## config.mk

```make
export PLATFORM = sky130hd
export DESIGN_NAME = imem_ctrl
export DESIGN_NICKNAME = d
export VERILOG_FILES = /design/src/rtl/imem_ctrl_pkg.sv /design/src/rtl/imem_ctrl.sv
export SDC_FILE = /design/constraint.sdc
export NUM_CORES = 1
export LEC_CHECK = 0
export ABC_AREA = 1
export BUFFER_PORTS_ARGS = -buffer_cell sky130_fd_sc_hd__clkbuf_2
export CAP_MARGIN = 40
export CORE_AREA = 3 3 118 120
export DETAILED_ROUTE_END_ITERATION = 10
export DIE_AREA = 0 0 121 123
export RECOVER_POWER = 25
export SETUP_SLACK_MARGIN = 0.05
export SYNTH_ARGS = -nofsm -noshare
export SYNTH_HDL_FRONTEND = slang
export SYNTH_SLANG_ARGS = --single-unit
```

## constraint.sdc

```tcl
create_clock -name clk -period 2.3 [get_ports clk]
set_input_delay 0.115 -clock clk [delete_from_list [all_inputs] [get_ports clk]]
set_output_delay 0.115 -clock clk [all_outputs]
set_load 0.01 [all_outputs]
```

## src/rtl/imem_ctrl_pkg.sv

```systemverilog
`default_nettype none
// ============================================================================
// imem_ctrl_pkg : shared fetch-side constants (PC select, NOP, IMEM FSM). Rev 1.0
// ============================================================================
package imem_ctrl_pkg;

  localparam int PC_SEL_WIDTH = 2;
  localparam logic [PC_SEL_WIDTH-1:0] PC_SEL_PLUS4  = 2'd0;
  localparam logic [PC_SEL_WIDTH-1:0] PC_SEL_BRANCH = 2'd1;
  localparam logic [PC_SEL_WIDTH-1:0] PC_SEL_JALR   = 2'd2;
  localparam logic [PC_SEL_WIDTH-1:0] PC_SEL_TRAP   = 2'd3;

  // addi x0,x0,0
  localparam logic [31:0] NOP_INSTR = 32'h0000_0013;

  localparam int IMEM_ST_WIDTH = 1;
  typedef enum logic [IMEM_ST_WIDTH-1:0] {
    IMEM_IDLE = 1'b0,
    IMEM_WAIT = 1'b1
  } imem_state_t;

endpackage
`default_nettype wire

```

## src/rtl/imem_ctrl.sv

```systemverilog
`default_nettype none
// ============================================================================
// imem_ctrl : single-entry fetch buffer bridging fetch to a req/ack memory. Rev 1.0
// ============================================================================
module imem_ctrl
  import imem_ctrl_pkg::*;
#(
  parameter int XLEN = 32
) (
  input  logic            clk,
  input  logic            rst,
  input  logic [XLEN-1:0] pc_imem,
  output logic [XLEN-1:0] instr_imem,
  output logic            imem_busy,
  input  logic            inv,
  output logic            mem_req,
  output logic [XLEN-1:0] mem_addr,
  input  logic            mem_ack,
  input  logic [XLEN-1:0] mem_rdata
);

  localparam int TAG_W = XLEN - 2;

  imem_state_t       r_state,     w_state_nxt;
  logic              r_mem_req,   w_mem_req_nxt;
  logic [XLEN-1:0]   r_mem_addr,  w_mem_addr_nxt;
  logic              r_buf_valid, w_buf_valid_nxt;
  logic [TAG_W-1:0]  r_buf_tag,   w_buf_tag_nxt;
  logic [XLEN-1:0]   r_buf_data,  w_buf_data_nxt;
  logic [TAG_W-1:0]  r_req_tag,   w_req_tag_nxt;
  logic              r_drop,      w_drop_nxt;

  logic [TAG_W-1:0]  w_pc_tag;
  logic              w_hit;
  logic              w_unused_pc_lsb;

  assign w_pc_tag        = pc_imem[XLEN-1:2];
  assign w_unused_pc_lsb = ^pc_imem[1:0];

  // Output path depends only on registers and the PC, never on the memory side.
  assign w_hit      = r_buf_valid && (r_buf_tag == w_pc_tag) && (r_state == IMEM_IDLE);
  assign imem_busy  = ~w_hit;
  assign instr_imem = w_hit ? r_buf_data : XLEN'(NOP_INSTR);
  assign mem_req    = r_mem_req;
  assign mem_addr   = r_mem_addr;

  always_comb begin
    w_state_nxt     = r_state;
    w_mem_req_nxt   = r_mem_req;
    w_mem_addr_nxt  = r_mem_addr;
    w_buf_valid_nxt = r_buf_valid;
    w_buf_tag_nxt   = r_buf_tag;
    w_buf_data_nxt  = r_buf_data;
    w_req_tag_nxt   = r_req_tag;
    w_drop_nxt      = r_drop;

    case (r_state)
      IMEM_IDLE: begin
        if (!w_hit) begin
          w_req_tag_nxt  = w_pc_tag;
          w_mem_addr_nxt = {w_pc_tag, 2'b00};
          w_mem_req_nxt  = 1'b1;
          w_state_nxt    = IMEM_WAIT;
        end
      end
      IMEM_WAIT: begin
        if (r_mem_req && mem_ack) begin
          // A redirected request still fills under its own tag; a dropped one stays invalid.
          w_buf_data_nxt  = mem_rdata;
          w_buf_tag_nxt   = r_req_tag;
          w_buf_valid_nxt = ~r_drop;
          w_drop_nxt      = 1'b0;
          w_mem_req_nxt   = 1'b0;
          w_state_nxt     = IMEM_IDLE;
        end else if (inv) begin
          w_drop_nxt = 1'b1;
        end
      end
      default: begin
        w_state_nxt   = IMEM_IDLE;
        w_mem_req_nxt = 1'b0;
      end
    endcase

    if (inv) begin
      w_buf_valid_nxt = 1'b0;
    end
  end

  always_ff @(posedge clk) begin
    if (rst) begin
      r_state     <= IMEM_IDLE;
      r_mem_req   <= 1'b0;
      r_mem_addr  <= '0;
      r_buf_valid <= 1'b0;
      r_buf_tag   <= '0;
      r_buf_data  <= XLEN'(NOP_INSTR);
      r_req_tag   <= '0;
      r_drop      <= 1'b0;
    end else begin
      r_state     <= w_state_nxt;
      r_mem_req   <= w_mem_req_nxt;
      r_mem_addr  <= w_mem_addr_nxt;
      r_buf_valid <= w_buf_valid_nxt;
      r_buf_tag   <= w_buf_tag_nxt;
      r_buf_data  <= w_buf_data_nxt;
      r_req_tag   <= w_req_tag_nxt;
      r_drop      <= w_drop_nxt;
    end
  end

endmodule
`default_nettype wire

```

* Yosys cells after proc, flatten, opt, wreduce, memory -nomap -nowiden *
Index checks and enable logic that the tools add are counted.

word-level totals
  flip-flop bits (word level) = 96
  bits of input ports = 68
  output and inout port bits = 66

cells by class
  equal/unequal tests = 3
  muxes and demuxes = 9
  bitwise logic cells = 3
  reduce and logical (&&, ||, !) cells = 9

operators with widths
  operator                                                                  count
  32-bit 2-to-1 mux                                                         1
  30-bit equality test                                                      1
  2-bit AND reduction                                                       4
  1-bit 2-to-1 mux                                                          6
  1-bit one-hot mux with 2 select lines                                     2
  1-bit logical AND                                                         3
  1-bit NOT                                                                 3
  2-bit by 1-bit inequality test with 1-bit output (second input constant)  1
  2-bit inequality test (second input constant)                             1
  2-bit nonzero test                                                        1
  2-bit OR reduction                                                        1

* Longest topological paths before layout *
  depth after elaboration = 5
  depth in mapped cells = 13

* Worst setup path before layout *
No wires, ideal clock.

  path type = flip-flop to output port
  start point = reg r_buf_tag[2]
  end point = out instr_imem[10]
  data arrival time = 1.318 ns
  slack = 0.867 ns
  cell stages (with the launch flop) = 12
  path buffers = 1
  path through = dfxtp_1 inv_1 nand2_1 nand2_1 nor2_1 nand2_1 nor2_1 nand2_1 nor2_4 nand2_2 buf_6 nor2_1

between the ends
  longest elaborated chain between the ends = 4

RTL lines
  element                          RTL line          source
  from (decl)                      imem_ctrl.sv:28   logic [TAG_W-1:0] r_buf_tag, w_buf_tag_nxt;
  from (signal assigned)           imem_ctrl.sv:105  r_buf_tag <= w_buf_tag_nxt;
  30-bit equality test             imem_ctrl.sv:41   assign w_hit = r_buf_valid && (r_buf_tag == w_pc_tag) && (r_state == IMEM_IDLE);
  1-bit logical AND (2 in series)  imem_ctrl.sv:41
  32-bit 2-to-1 mux                imem_ctrl.sv:43   assign instr_imem = w_hit ? r_buf_data : XLEN'(NOP_INSTR);
  to (decl)                        imem_ctrl.sv:13   output logic [XLEN-1:0] instr_imem,

No other way between the ends.

* Worst setup path after layout *
  start point = reg r_buf_tag[9]
  end point = out instr_imem[1]

The elaborated chain is that of the path after synthesis.

==> flow_summary.json <==
{
  "drt_wl_total_um": 12000,
  "synth.distinct_cells": 19,
  "synth_xor_area_share_pct": 0.780,
  "rows": 42,
  "fmax_mhz": 476,
  "place_area_sq_um": 5280,
  "synthAdderAreaFrac_pct": 0,
  "synth_top_family_by_area": "simple AND/OR/NAND/NOR gates",
  "nFillCells": 1425,
  "synthCells": 691,
  "die_w_um": 121,
  "dieArea_sq_um": 14900,
  "final_antenna_net_count": 0,
  "synth-seq-cells": 96,
  "htree_levels": 3,
  "seq_area_sq_um": 1930,
  "ys_seq_area_share_pct": 42.8,
  "setup_viol_count_final": 0,
  "final_cell_area_sq_um": 5640,
  "rsz0062_at_grt": "false",
  "cp-start-kind": "register",
  "grt.busiest_layer": "met2",
  "worst_pin_slew_ns": 0.678,
  "drv_cap": 0,
  "cp_slowest_cell": "dfxtp_2",
  "cts.clk_slew.worst_paths_ns": 0.07,
  "cp_max_fo": 17,
  "synth_simple_gate_area_share_pct": 29.7,
  "hpwlAfterDp_um": 8520,
  "via_per_inst": 4.38,
  "globalRouteMet2Util_pct": 24.9,
  "layout.nets": 882,
  "cts_tree": "built",
  "gr-total-overflow": 0,
  "worstSetupPathType": "reg2out",
  "wl_per_cell_um": 12.1,
  "cts.sink_count": 96,
  "clk_latency_ns": 0.35,
  "p_leak_nw": 2.70,
  "area_growth_syn_to_layout_pct": 25.5,
  "drc": 0,
  "met1_usage_pct": 21.3,
  "cts_made_buffers": 9,
  "hold_class": "in2reg",
  "critPathArrivalTime_ns": 1.99,
  "critPathMostFrequentCell": "nand2_1",
  "routed-via-count": 4354,
  "root_buffer": "clkbuf_16",
  "die_h_um": 123,
  "cts_buffer_depth": 2,
  "crit_path_cell_trace": "inv_1, nand2_1, nand2_1, nor2_1, nand2_1, nor2_2, nand2_2, nor2_4, nand2_4, buf_12, or2_1, clkbuf_2",
  "layout_commonest_cell": "nand2_1",
  "powerDensity_nw_per_um2": 683,
  "layout-drive-gt1-share_pct": 20.3,
  "grt_pass1_wl_um": 19100,
  "boundaryPins": 134,
  "fin_tns_setup_ns": 0,
  "core-area_sq_um": 13100,
  "synthMuxAreaShare_pct": 0,
  "slew_headroom_pct": 54.6,
  "finalCritPeriodShare_pct": 91.3,
  "grtUsageMet3_pct": 3.57,
  "end_kind": "primary output",
  "hold_violations": 0,
  "pre_cts_slack_ns": 0.392,
  "grt_pass1_vias": 3924,
  "cp.required_ns": 2.18,
  "netlist_area_sq_um": 4490,
  "finClkSkew_ns": 0.00644,
  "initial_core_util_pct": 34.3,
  "grt_max_degree": 37,
  "place_congestion": 0.805,
  "setup_ws_ns": 0.200,
  "first_iter_violations": 197,
  "finalCriticalPeriod_ns": 2.10,
  "dr.pass1.iters": 4,
  "port_buffers": 129,
  "synth-compound-area-share_pct": 13.4,
  "yosys_warnings": 0,
  "multi_input_area_sq_um": 2000,
  "cpPeakStageDelay_ns": 0.33,
  "power.total_w": 0.00385,
  "vdd_drop_max_uv": 271,
  "antenna_cells": 0,
  "status": "finished, final reports clean",
  "track_usage_pct": 15.9,
  "final_cell_mix": "nand2_1, inv_1, clkbuf_2, nor2_1, dfxtp_1",
  "synth.avg_cell_area_sq_um": 6.50,
  "drv_slew": 0,
  "antenna_found_initial": 0
}
worst max-delay path: cells and delay by family (launching register included):
kind	cells	cell delay (ns)
buffers and inverters	3	0.34
flip-flops	1	0.33
AND/OR/NAND/NOR	9	0.97
kinds of logic (layout without fill, tap and decap cells):
logic type,after synthesis,in the layout
DFF,96,96
xor gates and xnor gates,4,4
AOI/OAI and AO/OA,120,120
buffers and inverters,144,271
and+or+nand+nor,326,326
other,1,2
layout make-up:
type	instances	share of cell area, %
Clock buffer	10	4.24
Multi-Input combinational cell	452	35.5
Tap cell	176	3.91
Clock inverter	6	1.20
Sequential cell	96	34.3
Inverter	108	7.19
Timing Repair Buffer	147	13.7
Yosys cell counts, drive strengths merged:
library cell	instances	area (sq um)
a21oi	62	310
buf	14	109
clkbuf	22	82.6
conb	1	3.75
dfxtp	96	1920
inv	108	405
nand2	165	622
nand3	36	180
nor2	122	515
o21ai	58	290
or2	3	18.8
xnor2	4	35.0
what timing repair did:
item / 4_1_cts / 5_1_grt
hold buffers: 4 / 0
gates cloned: 0 / 1
endpoints found under the hold margin: 5 / 0
resized for setup: 1 / 18
setup buffers: 0 / 2
endpoints found under the setup margin: 3 / 17
pin swaps: 0 / 9
metal layers:
layer / vias up / share of wire (%)
met5: - / 0
met4: 0 / 1.9
met3: 15 / 5.2
met2: 114 / 42
met1: 1878 / 50
li1: 2347 / -
power breakdown:
group          switching, W  internal, W
Clock              0.000680     0.000877
Combinational      0.000301     0.000182
Sequential        0.0000517      0.00176
Total               0.00103      0.00282
sequential cells by signal, indices dropped and copies added (netlist names):
signal / cells
mem_req: 1
r_buf_data: 32
r_buf_tag: 30
r_buf_valid: 1
r_drop: 1
r_req_tag: 30
r_state: 1
through the flow:
stage	instances	hold WS, ns	utilization [%]
after global routing	995	0.0602	43.1
after detailed placement	972	0.322	40.4
after floorplan	692	0.184	-
after CTS	992	0.0305	43.0
after global placement	972	0.317	40.4
final	995	0.0441	43.1
path summary, 6_finish.rpt:
path                                  start                         end  slack (ns)  depth (start not counted)
hold / removal                 mem_rdata[2]  r_buf_data[2]$_SDFFE_PP0P_        0.04                          3
hold reg to reg         r_drop$_SDFFE_PP0P_    r_buf_valid$_SDFFE_PP0P_        0.44                          1
setup / recovery  r_buf_tag[9]$_SDFFE_PP0P_               instr_imem[1]        0.20                         12
setup reg to reg         r_state$_SDFF_PP0_  r_buf_tag[27]$_SDFFE_PP0P_        0.31                          4
(Power assumes the default switching activity.)
